File: config.mk
export PLATFORM = sky130hd
export DESIGN_NAME = traffic_light_monitor
export DESIGN_NICKNAME = d
export VERILOG_FILES = /design/src/rtl/traffic_light_pkg.sv /design/src/rtl/traffic_light_monitor.sv
export SDC_FILE = /design/constraint.sdc
export NUM_CORES = 1
export LEC_CHECK = 0
export BUFFER_PORTS_ARGS = -buffer_cell sky130_fd_sc_hd__buf_2
export CAP_MARGIN = 20
export CORE_ASPECT_RATIO = 1.4
export CORE_MARGIN = 2
export CORE_UTILIZATION = 40
export DETAILED_ROUTE_END_ITERATION = 6
export PLACE_DENSITY = 0.68
export RECOVER_POWER = 100
export SETUP_SLACK_MARGIN = 0.3
export SYNTH_ARGS = -nofsm -noshare
export SYNTH_HDL_FRONTEND = slang
export SYNTH_SLANG_ARGS = --single-unit
File: constraint.sdc
create_clock -name clk -period 3.6 [get_ports clk]
set_input_delay 0.72 -clock clk [delete_from_list [all_inputs] [get_ports clk]]
set_output_delay 0.72 -clock clk [all_outputs]
set_load 0.1 [all_outputs]
File: src/rtl/traffic_light_pkg.sv
// Shared encodings for the traffic light bus and its receive-side monitor.
package traffic_light_pkg;

  // One-hot light bus encodings: R=bit2, Y=bit1, G=bit0.
  localparam logic [2:0] LIGHT_RED    = 3'b100;
  localparam logic [2:0] LIGHT_YELLOW = 3'b010;
  localparam logic [2:0] LIGHT_GREEN  = 3'b001;

  // Tracked phase; the encoding is also the value presented on the phase output.
  typedef enum logic [1:0] {
    SYNC   = 2'd0,
    RED    = 2'd1,
    GREEN  = 2'd2,
    YELLOW = 2'd3
  } monitor_state_t;

  // Error codes reported on err_code.
  localparam logic [2:0] ERR_NONE  = 3'd0;
  localparam logic [2:0] ERR_ENC   = 3'd1;
  localparam logic [2:0] ERR_SEQ   = 3'd2;
  localparam logic [2:0] ERR_SHORT = 3'd3;
  localparam logic [2:0] ERR_LONG  = 3'd4;

  // True when the sample is one of the three legal colours.
  function automatic logic is_one_hot(input logic [2:0] l);
    return (l == LIGHT_RED) || (l == LIGHT_YELLOW) || (l == LIGHT_GREEN);
  endfunction

  // Bus value expected while in a given phase; SYNC has no colour.
  function automatic logic [2:0] colour_of(input monitor_state_t s);
    case (s)
      RED:     return LIGHT_RED;
      GREEN:   return LIGHT_GREEN;
      YELLOW:  return LIGHT_YELLOW;
      default: return 3'b000;
    endcase
  endfunction

  // Phase that a legal colour sample belongs to; anything else maps to SYNC.
  function automatic monitor_state_t state_of(input logic [2:0] l);
    case (l)
      LIGHT_RED:    return RED;
      LIGHT_GREEN:  return GREEN;
      LIGHT_YELLOW: return YELLOW;
      default:      return SYNC;
    endcase
  endfunction

  // Legal successor phase: RED -> GREEN -> YELLOW -> RED.
  function automatic monitor_state_t next_state_of(input monitor_state_t s);
    case (s)
      RED:     return GREEN;
      GREEN:   return YELLOW;
      YELLOW:  return RED;
      default: return SYNC;
    endcase
  endfunction

endpackage

File: src/rtl/traffic_light_monitor.sv
// Receive-side checker for the one-hot {R,Y,G} light bus: tracks the phase,
// checks order and exact dwell per phase, reports errors and counts cycles.
module traffic_light_monitor
  import traffic_light_pkg::*;
#(
  parameter int RED_CYCLES    = 5,
  parameter int GREEN_CYCLES  = 5,
  parameter int YELLOW_CYCLES = 3,
  parameter int ERR_CNT_W     = 8,
  parameter int CYC_CNT_W     = 16
) (
  input  logic                 clk,
  input  logic                 reset_n,
  input  logic [2:0]           light,
  input  logic                 err_clr,
  output logic [1:0]           phase,
  output logic                 err_pulse,
  output logic [2:0]           err_code,
  output logic [ERR_CNT_W-1:0] err_count,
  output logic                 cycle_done,
  output logic [CYC_CNT_W-1:0] cycle_count
);

  localparam int MAX_CYCLES =
    (RED_CYCLES > GREEN_CYCLES)
      ? ((RED_CYCLES > YELLOW_CYCLES) ? RED_CYCLES : YELLOW_CYCLES)
      : ((GREEN_CYCLES > YELLOW_CYCLES) ? GREEN_CYCLES : YELLOW_CYCLES);
  localparam int DWELL_W = $clog2(MAX_CYCLES + 2);

  localparam logic [DWELL_W-1:0]   RED_LIM    = DWELL_W'(RED_CYCLES);
  localparam logic [DWELL_W-1:0]   GREEN_LIM  = DWELL_W'(GREEN_CYCLES);
  localparam logic [DWELL_W-1:0]   YELLOW_LIM = DWELL_W'(YELLOW_CYCLES);
  localparam logic [DWELL_W-1:0]   DWELL_ONE  = DWELL_W'(1);
  localparam logic [ERR_CNT_W-1:0] ERR_MAX    = '1;
  localparam logic [ERR_CNT_W-1:0] ERR_ONE    = ERR_CNT_W'(1);
  localparam logic [CYC_CNT_W-1:0] CYC_ONE    = CYC_CNT_W'(1);

  // Registered state.
  monitor_state_t       state;
  logic [DWELL_W-1:0]   dwell;
  logic [2:0]           light_q;     // sample under check
  logic [2:0]           light_prev;  // sample before it, used to spot a change in SYNC
  logic                 sample_vld;  // light_q holds a real sample, not the reset value
  logic                 clean;       // current R-G-Y-R cycle has had no errors so far

  // Decoded next values.
  monitor_state_t       state_n;
  logic [DWELL_W-1:0]   dwell_n;
  logic                 clean_n;
  logic [2:0]           err_n;
  logic                 done_n;
  logic                 err_hit;

  monitor_state_t       succ;
  logic [2:0]           cur_col;
  logic [2:0]           succ_col;
  logic [DWELL_W-1:0]   lim;

  // Next-state and check decode for the sample currently in light_q.
  always_comb begin
    // NOTE: every signal written here gets a default first so no path leaves it unassigned (no latch).
    state_n  = state;
    dwell_n  = dwell;
    clean_n  = clean;
    err_n    = ERR_NONE;
    done_n   = 1'b0;
    succ     = next_state_of(state);
    cur_col  = colour_of(state);
    succ_col = colour_of(succ);
    case (state)
      RED:     lim = RED_LIM;
      GREEN:   lim = GREEN_LIM;
      YELLOW:  lim = YELLOW_LIM;
      default: lim = '0;
    endcase

    if (sample_vld) begin
      if (!is_one_hot(light_q)) begin
        err_n   = ERR_ENC;
        state_n = SYNC;
        dwell_n = '0;
        clean_n = 1'b0;
      end else if (state == SYNC) begin
        // Lock on the first legal colour change; durations are unknown here.
        if (is_one_hot(light_prev) &&
            (light_q == colour_of(next_state_of(state_of(light_prev))))) begin
          state_n = state_of(light_q);
          dwell_n = DWELL_ONE;
          clean_n = (state_of(light_q) == GREEN);
        end
      end else if ((light_q != cur_col) && (light_q != succ_col)) begin
        err_n   = ERR_SEQ;
        state_n = SYNC;
        dwell_n = '0;
        clean_n = 1'b0;
      end else if (light_q == succ_col) begin
        // Legal change: always follow it, flag it when the phase was cut short.
        state_n = succ;
        dwell_n = DWELL_ONE;
        if (dwell < lim) begin
          err_n   = ERR_SHORT;
          clean_n = 1'b0;
        end else begin
          if (state == RED) clean_n = 1'b1;
          if ((state == YELLOW) && clean) done_n = 1'b1;
        end
      end else if (dwell == lim) begin
        err_n   = ERR_LONG;
        state_n = SYNC;
        dwell_n = '0;
        clean_n = 1'b0;
      end else begin
        dwell_n = dwell + DWELL_ONE;
      end
    end
  end

  assign err_hit = (err_n != ERR_NONE);

  // State, sampling, strobes and counters.
  // NOTE: every register here, counters included, takes a defined value on reset; there is no memory array to leave unreset.
  always_ff @(posedge clk or negedge reset_n) begin
    if (!reset_n) begin
      state       <= SYNC;
      dwell       <= '0;
      light_q     <= '0;
      light_prev  <= '0;
      sample_vld  <= 1'b0;
      clean       <= 1'b0;
      err_pulse   <= 1'b0;
      err_code    <= ERR_NONE;
      err_count   <= '0;
      cycle_done  <= 1'b0;
      cycle_count <= '0;
    end else begin
      // NOTE: non-blocking assignments so every register sees the pre-edge values of the others.
      light_q    <= light;
      light_prev <= light_q;
      sample_vld <= 1'b1;
      state      <= state_n;
      dwell      <= dwell_n;
      clean      <= clean_n;
      err_pulse  <= err_hit;
      cycle_done <= done_n;
      if (done_n) cycle_count <= cycle_count + CYC_ONE;
      // A new error takes precedence over a simultaneous clear.
      if (err_hit) begin
        err_code <= err_n;
        if (err_clr)                  err_count <= ERR_ONE;
        else if (err_count != ERR_MAX) err_count <= err_count + ERR_ONE;
      end else if (err_clr) begin
        err_code  <= ERR_NONE;
        err_count <= '0;
      end
    end
  end

  // Phase output is the tracked state encoding.
  always_comb begin
    phase = state;
  end

endmodule

==> flow_summary.yaml <==
run_status:
  status: "finished with violations"
  violations: "capacitance limit, slew limit"
grt:
  use_met2: 0.2684
  met1_usage: 0.2017
  grt_pass1_wl_um: 8024
  grtUsageTotal: 0.1635
  grt_pass1_vias: 1692
  grt-ovfl-total: 0
  grt_max_degree: 43
  use_met3: 0.03837
  antenna_found_initial: 0
  grt_busiest_layer: "met2"
route:
  drtIter0Drc: 105
  vias_per_cell: 5.525
  wl_per_cell_um: 15.06
  first_pass_iters: 5
  drcViolationCount: 0
  postRouteWirelength_um: 4879
  ant_nets: 0
  vias: 1790
timing:
  skew_ns: 0.01464
  rsz0062_at_grt: "no"
  period_share: 0.8954
  slew_violations: 43
  relSlewSlack: -0.4999
  final-setup-viol-count: 0
  setup_tns_ns: 0
  timing.hold.ws_ns: 0.4689
  period_needed_ns: 3.223
  tightestPinTransition_ns: 2.250
  fmax_mhz: 310.2
  hold_violations: 0
place:
  gp_congestion: 0.8104
  placed_cell_area_um2: 2554
  port_buffers: 36
  dpl.hpwl_um: 3413
logic_synthesis:
  synth.top_cell.area_share: 0.4528
  yosysMostFrequentCell: "dfrtp_1"
  synthesis.instances: 216
  netlist_area_um2: 2321
  syn_nets: 234
  ys_seq_area_frac: 0.4528
  synth_warnings: 0
  synth_cell_types: 57
  synth-seq-cells: 42
  avgSynthCellArea_um2: 10.75
  ys.flop_type: "dfrtp_1"
  async_flop_share: 1.000
  yosys-top-cells-area: "dfrtp_1 45%, ha_1 6.5%, xnor2_1 4.2%"
  synth_common_cells: "42 x dfrtp_1, 14 x nand2_1, 12 x ha_1, 12 x nor2_1"
  synth-edff-count: 0
  yosys.area.top_type: "dfrtp_1"
clock_tree:
  post-cts-setup-buffer-count: 0
  clock_latency_ns: 0.30
  h-tree-depth: 2
  clk_pin_slew_ns: 0.09
  cts_tree: "done"
  numCtsBuffers: 5
  ctsHoldBuffers: 0
  post_cts_resized: 0
  clock_sinks: 42
  cts-root-buf: "clkbuf_8"
  ctsLongestPathBuffers: 2
setup_path:
  worstPathArrival_ns: 3.39
  crit_path_max_fanout: 8
  critPathRequiredTime_ns: 3.76
  cp-start-kind: "flip-flop"
  critPathCaptureType: "flip-flop"
  crit_type: "reg2reg"
finish:
  drive_above_1_share: 0.1133
  nFillCells: 545
  area_growth_pct: 11.86
  fin_area_um2: 2596
  nNetsFinal: 273
  fin_util: 0.4665
  diodes: 0
floorplan:
  rows: 32
  num_io_pins: 37
  dieArea_um2: 6437
  core_um2: 5565
  start_util: 0.4170
  die_w_um: 68.38
  dieHeight_um: 94.13
pwr:
  power.density_nw_per_um2: 510.3
  peakVddDrop_mv: 0.2840
  power_mw: 1.325
  p_leak_nw: 1.135
run:
  maxCapViolCount: 1
hold_path:
  hold_class: "reg2reg"
[area by class of cell]
cell class | instances | area (µm²) | share of cell area
flip-flops and latches | 42 | 1054 | 0.4058
well taps | 68 | 85.08 | 0.03277
repair buffers | 37 | 147.6 | 0.05687
clock buffers | 5 | 68.82 | 0.02651
multi-input cells | 159 | 1156 | 0.4453
clock inverters | 3 | 43.79 | 0.01687
inverters | 10 | 41.29 | 0.01590
[power breakdown]
group | switching [mW] | internal (mW)
logic | 0.302 | 0.109
clock network | 0.173 | 0.208
registers | 0.0331 | 0.500
total | 0.508 | 0.817
[layer usage]
layer	routed length [µm]	vias up
li1	-	873
met4	111	0
met3	156	11
met2	2457	40
met1	2154	866
met5	0	-
[cell usage in the layout, fill, tap and decap left out, types with 2 or more instances in the layout]
cell type / netlist / routed
dfrtp_1: 42 / 40
clkbuf_1: 1 / 32
nand2_1: 14 / 14
nor2_1: 12 / 13
ha_1: 12 / 12
xor2_1: 11 / 11
xnor2_1: 11 / 11
nand4_1: 10 / 11
o21ai_0: 10 / 10
a21oi_1: 9 / 9
inv_1: 8 / 8
and3_1: 6 / 6
clkbuf_8: 0 / 5
nor3_1: 4 / 4
nand3_1: 4 / 4
nand2b_1: 4 / 4
a31o_2: 4 / 4
o31ai_1: 4 / 4
buf_2: 1 / 4
and4_1: 3 / 3
or4_1: 2 / 3
a32o_1: 2 / 2
a211o_1: 2 / 2
a211oi_1: 2 / 2
o2bb2ai_1: 1 / 2
or4bb_1: 2 / 2
nor4_1: 2 / 2
dfrtp_2: 0 / 2
[final timing paths]
path	cells after the start	slack (ns)	start	endpoint
max	11	0.38	phase[0]	err_count[6]
max reg2reg	11	0.38	phase[0]	err_count[6]
min	1	0.47	cycle_count[15]	cycle_count[15]
min in group asynchronous	1	1.07	reset_n	light_q[2]
min reg2reg	1	0.47	cycle_count[15]	cycle_count[15]
max in group asynchronous	1	1.07	reset_n	phase[0]
[through the flow]
step                worst slack [ns]  cells
floorplan                     0.3756    216
global placement              0.5366    316
detailed placement            0.4230    316
CTS                           0.3809    324
global route                  0.1843    324
finish                        0.3766    324
[cells by family after synthesis]
group                      synth area share
and+or+nand+nor                      0.1984
AOI/OAI and AO/OA                    0.1488
DFF                                  0.4528
xor gates and xnor gates            0.09003
buffers and inverters               0.03449
adders and majority gates           0.06469
muxes                              0.009164
other                              0.001616
[registers in the layout (all words and copies together) (netlist names)]
| signal | count |
|---|---|
| cycle_done | 1 |
| light_prev | 3 |
| err_pulse | 1 |
| err_count | 8 |
| sample_vld | 1 |
| dwell | 3 |
| light_q | 3 |
| err_code | 3 |
| clean | 1 |
| phase | 2 |
| cycle_count | 16 |
[critical path, stage by stage (launching register included)]
cell and delay [ns]:
dfrtp_2 0.44, inv_1 0.13, ha_1 0.36, clkinvlp_4 0.26, ha_1 0.31, and3_1 0.19
or4b_1 0.55, or2_1 0.27, a31oi_4 0.23, inv_2 0.06, a41oi_1 0.21, a211oi_1 0.09
No activity file was read; power rests on OpenSTA's default activity.
